$ cat src/rtl/mem_port_arbiter.sv
// Arbitrates one single-ported, variable-latency memory between the fetch (I) and
// mem (D) pipeline stages. D wins ties, but a streak counter stops I from starving.
module mem_port_arbiter #(
    parameter int AW      = 32,
    parameter int DW      = 32,
    parameter int DSTARVE = 4
) (
    input  logic          clk,
    input  logic          rst,
    input  logic          ireq,
    input  logic [AW-1:0] iaddr,
    output logic [DW-1:0] irdata,
    output logic          iready,
    input  logic          dreq,
    input  logic          dwe,
    input  logic [AW-1:0] daddr,
    input  logic [DW-1:0] dwdata,
    output logic [DW-1:0] drdata,
    output logic          dready,
    output logic          mem_req,
    output logic          mem_we,
    output logic [AW-1:0] mem_addr,
    output logic [DW-1:0] mem_wdata,
    input  logic [DW-1:0] mem_rdata,
    input  logic          mem_ack
);

    localparam int SW = (DSTARVE < 1) ? 1 : $clog2(DSTARVE + 1);
    localparam logic [SW-1:0] STREAK_MAX = SW'(DSTARVE);

    typedef enum logic [1:0] {
        IDLE = 2'd0,
        IACC = 2'd1,
        DACC = 2'd2,
        RESP = 2'd3
    } arbState;

    arbState       stateReg, stateNext;
    logic [SW-1:0] streakReg, streakNext;

    logic          memReqReg, memReqNext;
    logic          memWeReg, memWeNext;
    logic [AW-1:0] memAddrReg, memAddrNext;
    logic [DW-1:0] memWdataReg, memWdataNext;
    logic          ireadyReg, ireadyNext;
    logic          dreadyReg, dreadyNext;
    logic [DW-1:0] irdataReg, irdataNext;
    logic [DW-1:0] drdataReg, drdataNext;

    // Every output is a flop, so reset removes an in-flight request immediately.
    always_ff @(posedge clk or negedge rst) begin
        if (!rst) begin
            stateReg    <= IDLE;
            streakReg   <= '0;
            memReqReg   <= 1'b0;
            memWeReg    <= 1'b0;
            memAddrReg  <= '0;
            memWdataReg <= '0;
            ireadyReg   <= 1'b0;
            dreadyReg   <= 1'b0;
            irdataReg   <= '0;
            drdataReg   <= '0;
        end else begin
            stateReg    <= stateNext;
            streakReg   <= streakNext;
            memReqReg   <= memReqNext;
            memWeReg    <= memWeNext;
            memAddrReg  <= memAddrNext;
            memWdataReg <= memWdataNext;
            ireadyReg   <= ireadyNext;
            dreadyReg   <= dreadyNext;
            irdataReg   <= irdataNext;
            drdataReg   <= drdataNext;
        end
    end

    // Arbitration only happens in IDLE; requests arriving elsewhere simply wait.
    always_comb begin
        stateNext  = stateReg;
        streakNext = streakReg;
        unique case (stateReg)
            IDLE: begin
                if (dreq && !(ireq && streakReg == STREAK_MAX)) begin
                    stateNext  = DACC;
                    streakNext = ireq ? streakReg + 1'b1 : '0;
                end else if (ireq) begin
                    stateNext  = IACC;
                    streakNext = '0;
                end else begin
                    streakNext = '0;
                end
            end
            IACC, DACC: begin
                if (mem_ack) begin
                    stateNext = RESP;
                end
            end
            RESP: begin
                stateNext = IDLE;
            end
            default: begin
                stateNext = IDLE;
            end
        endcase
    end

    // Next values for the registered outputs, keyed on the transition being taken.
    always_comb begin
        memReqNext   = memReqReg;
        memWeNext    = memWeReg;
        memAddrNext  = memAddrReg;
        memWdataNext = memWdataReg;
        ireadyNext   = 1'b0;
        dreadyNext   = 1'b0;
        irdataNext   = irdataReg;
        drdataNext   = drdataReg;
        if (stateReg == IDLE && stateNext == IACC) begin
            memReqNext   = 1'b1;
            memWeNext    = 1'b0;
            memAddrNext  = iaddr;
            memWdataNext = '0;
        end else if (stateReg == IDLE && stateNext == DACC) begin
            memReqNext   = 1'b1;
            memWeNext    = dwe;
            memAddrNext  = daddr;
            memWdataNext = dwdata;
        end else if ((stateReg == IACC || stateReg == DACC) && mem_ack) begin
            memReqNext = 1'b0;
            memWeNext  = 1'b0;
            if (stateReg == IACC) begin
                ireadyNext = 1'b1;
                irdataNext = mem_rdata;
            end else begin
                dreadyNext = 1'b1;
                // A write completion keeps the last read value visible.
                if (!memWeReg) begin
                    drdataNext = mem_rdata;
                end
            end
        end
    end

    assign mem_req   = memReqReg;
    assign mem_we    = memWeReg;
    assign mem_addr  = memAddrReg;
    assign mem_wdata = memWdataReg;
    assign iready    = ireadyReg;
    assign dready    = dreadyReg;
    assign irdata    = irdataReg;
    assign drdata    = drdataReg;

endmodule
$ cat config.mk
export PLATFORM = sky130hd
export DESIGN_NAME = mem_port_arbiter
export DESIGN_NICKNAME = d
export VERILOG_FILES = /design/src/rtl/mem_port_arbiter.sv
export SDC_FILE = /design/constraint.sdc
export NUM_CORES = 1
export LEC_CHECK = 0
export ABC_AREA = 1
export ABC_CLOCK_PERIOD_IN_PS = 2000
export CORE_UTILIZATION = 38
export DETAILED_ROUTE_END_ITERATION = 10
export PLACE_DENSITY_LB_ADDON = 0.25
export SLEW_MARGIN = 20
export SYNTH_ARGS = -nofsm -noshare
export SYNTH_HDL_FRONTEND = slang
export SYNTH_SLANG_ARGS = --single-unit
$ cat constraint.sdc
create_clock -name clk -period 2 [get_ports clk]
set_input_delay 0.2 -clock clk [delete_from_list [all_inputs] [get_ports clk]]
set_output_delay 0.2 -clock clk [all_outputs]
set_load 0.05 [all_outputs]
==> results.toml, run 1 <==
[run_status]
status = "finished clean"

[die]
pin_count = 266
fp.dieW_um = 128
coreArea_um2 = 15300
start_util_pct = 39.1
die_h_um = 128
rows = 45
die_area_um2 = 16300

[placement]
placedInstanceArea_um2 = 8950
hpwl_um = 12400
place.gp.congestion = 0.804
dpl.cell_count = 1170
io_buffers = 265

[timing]
report.final.slew_viol_count = 0
rsz0062_at_grt = "true"
fmax_mhz = 518
hold_viol_final = 0
hold_slack_ns = 0.183
finalCritPeriodShare_pct = 96.5
finClkSkew_ns = 0.00652
finalSetupViolations = 0
relSlewSlack_pct = 61.7
setup_tns_ns = 0
period_needed_ns = 1.93
worst_pin_slew_ns = 0.572

[yosys]
synth_fp_nets = 856
syn_inst = 717
synth-edff-count = 0
synth_commonest_cells = "nand2_1 (393), dfrtp_1 (137), nand3_1 (67)"
async_flop_share_pct = 100
syn_area_um2 = 5990
yosysUniqueCellTypes = 25
yosys.cell_count.top_type = "nand2_1"
syn_avg_cell_area_um2 = 8.35
synth_seq_area_share_pct = 57.3
synth_area_leaders = "dfrtp_1 (57%), nand2_1 (25%), nand3_1 (5.6%), nand4_1 (3.6%), buf_2 (1.8%)"
yosysTopAreaCellShare_pct = 57.3
synthFlopType = "dfrtp_1"
yosysTopAreaCell = "dfrtp_1"
synth_seq_cells = 137
yosys_warnings = 0

[clock_network]
clockBufferDepth = 2
htree_num_levels = 4
clk_latency_ns = 0.42
cts_root_buf = "clkbuf_16"
path_clk_slew_ns = 0.06
numCtsBuffers = 17
cts_tree = "built"
clock_sinks = 137

[cells_and_area]
diodes = 0
final_cell_area_um2 = 9690
drive_above_1_share_pct = 8.13
fin_nets = 1123
area_growth_pct = 61.9
final_cells = 1207

[detailed_routing]
drc = 0
postRouteAntennaNets = 0
vias = 5710
first_iter_violations = 267
first_pass_iters = 4
drt_wl_total_um = 18200
routedWlPerCell_um = 15.1
viasPerCell = 4.73

[critical_path]
arrival_ns = 2.28
crit_top_cell = "nand2_1"
crit_chain = "inv_2 > ha_4 > inv_1 > nor2_4 > o21ai_2 > a21oi_4 > nand2_8 > nand4_1 > buf_6 > buf_12 > nand2_1 > nand2_1"
setup.worst_path.class = "reg2reg"
crit_path_top_delay_cell = "dfrtp_1"
setup.worst_path.start_class = "register"
end_kind = "register"
required_ns = 2.35
worst-path-max-fanout = 16
cpLargestDelayFamily = "simple AND/OR/NAND/NOR gates"
slowest_delay_ns = 0.37
cp_num_buf_inv = 4

[power_and_ir_drop]
ir_worst_vdd_mv = 0.912
cell_internal_pwr_uw = 9950
power.leakage_uw = 0.00475
combPwrFrac_pct = 60.2
p_seq_share_pct = 23.8
p_per_area_nw_per_um2 = 2050
p_sw_uw = 9870
pwr-share-clk_pct = 16.0
power.total_uw = 19800
netSwitchingFraction_pct = 49.8

[grt]
antenna_found_initial = 0
grt_remaining_overflow = 0
grt_max_degree = 66
grt_pass1_wl_um = 27900
grt_use_total_pct = 22.4
grt_pass1_vias = 5422

[min_path]
hp-class = "in2async"

[job]
maxCapViolations = 0
[through the flow]
step / utilization, % / worst slack, ns
3_5_place_dp: 58.4 / -0.0977
3_3_place_gp: 58.4 / -0.0612
5_1_grt: 63.3 / -0.0396
6_report: 63.3 / 0.0706
2_1_floorplan: - / 0.0183
4_1_cts: 62.5 / -0.000593
[cell type report]
cell class / instances / area, um^2
fill: 1339 / 5620
sequential: 137 / 3430
timing repair buffer: 292 / 3030
multi-input combinational: 523 / 2310
clock buffer: 19 / 453
tap: 211 / 264
clock inverter: 12 / 150
inverter: 13 / 53.8
[worst register-to-register path, delay by kind of cell (launching register included)]
kind,cells,cell delay (ns)
buffers and inverters,4,0.45
AO/OA/AOI/OAI,2,0.30
adder cells (fa/ha/maj),1,0.28
AND/OR/NAND/NOR,5,0.47
flip-flops,1,0.37
[worst paths after layout]
path	start	endpoint	slack, ns	depth (start not counted)
worst min register to register	drdata[6]$_DFFE_PN0P_	drdata[6]$_DFFE_PN0P_	0.47	2
worst max register to register	stateReg[1]$_DFF_PN0_	drdata[25]$_DFFE_PN0P_	0.07	12
min in group clk	dwdata[26]	mem_wdata[26]$_DFFE_PN0P_	0.34	3
worst min-delay path	rst	drdata[1]$_DFFE_PN0P_	0.18	2
max in group asynchronous	rst	mem_addr[29]$_DFFE_PN0P_	1.24	3
worst max-delay path	stateReg[1]$_DFF_PN0_	drdata[25]$_DFFE_PN0P_	0.07	12
[timing repair]
action / in CTS / in global routing
cloned: 0 / 2
resized for setup: 2 / 15
hold buffers: 1 / 0
buffers inserted: 0 / 3
pin swaps: 0 / 4
endpoints found under the setup margin: 34 / 131
endpoints found under the hold margin: 137 / 0
[per-layer routing]
metal / track usage [%] / part of all wire [%] / vias to the layer above
li1: - / - / 2811
met1: 27.6 / 42 / 2644
met3: 7.29 / 8.2 / 25
met4: 8.19 / 2.0 / 0
met2: 36.8 / 48 / 230
met5: 0 / 0 / -
[cells by family (layout without fill, tap and decap cells)]
family,count (synthesis),count (layout),synth area share (%)
AOI/OAI and AO/OA,9,9,1.05
adders and majority gates,5,5,1.05
buffers and inverters,57,336,4.97
DFF,137,137,57.3
and+or+nand+nor,509,509,35.7
[layout by cell type (no fill, tap or decap), types with 2 or more instances in the layout]
cell,netlist,layout
nand2_1,393,392
clkdlybuf4s50_1,0,264
dfrtp_1,137,137
nand3_1,67,67
nand4_1,34,34
clkbuf_16,0,18
buf_12,0,11
buf_4,3,11
inv_1,8,6
inv_2,4,5
nor2_1,6,5
clkinv_2,0,4
nand2_4,4,3
clkinvlp_4,0,3
bufinv_16,0,3
buf_6,6,3
nand3_2,2,2
nand2_2,1,2
nor2_4,1,2
o21ai_2,0,2
o22ai_1,2,2
a21oi_1,2,2
ha_4,0,2
ha_1,5,2
clkbuf_8,0,2
clkinv_4,0,2
[sequential cells by signal, summed over array words and instances, names as in the netlist]
name and cells:
mem_req 1, drdata 32, mem_addr 32, iready 1, irdata 32, dready 1
streakReg 3, stateReg 2, mem_we 1, mem_wdata 32
[power groups by stage]
stage | Combinational, uW | Sequential (uW) | Clock [uW]
5_1_grt | 12700 | 4860 | 3350
3_5_place_dp | 11600 | 4730 | 0
3_3_place_gp | 11500 | 4700 | 0
4_1_cts | 11700 | 4730 | 3230
2_1_floorplan | 3680 | 8700 | 0
6_report | 11900 | 4720 | 3170
No activity file was read; power rests on OpenSTA's default activity.
==> run 2, diff against run 1 <==
CTS_CLUSTER_DIAMETER = 40   (was default)
==> results of run 2 <==
Final layout, timing and power as in run 1 (identical DEF).
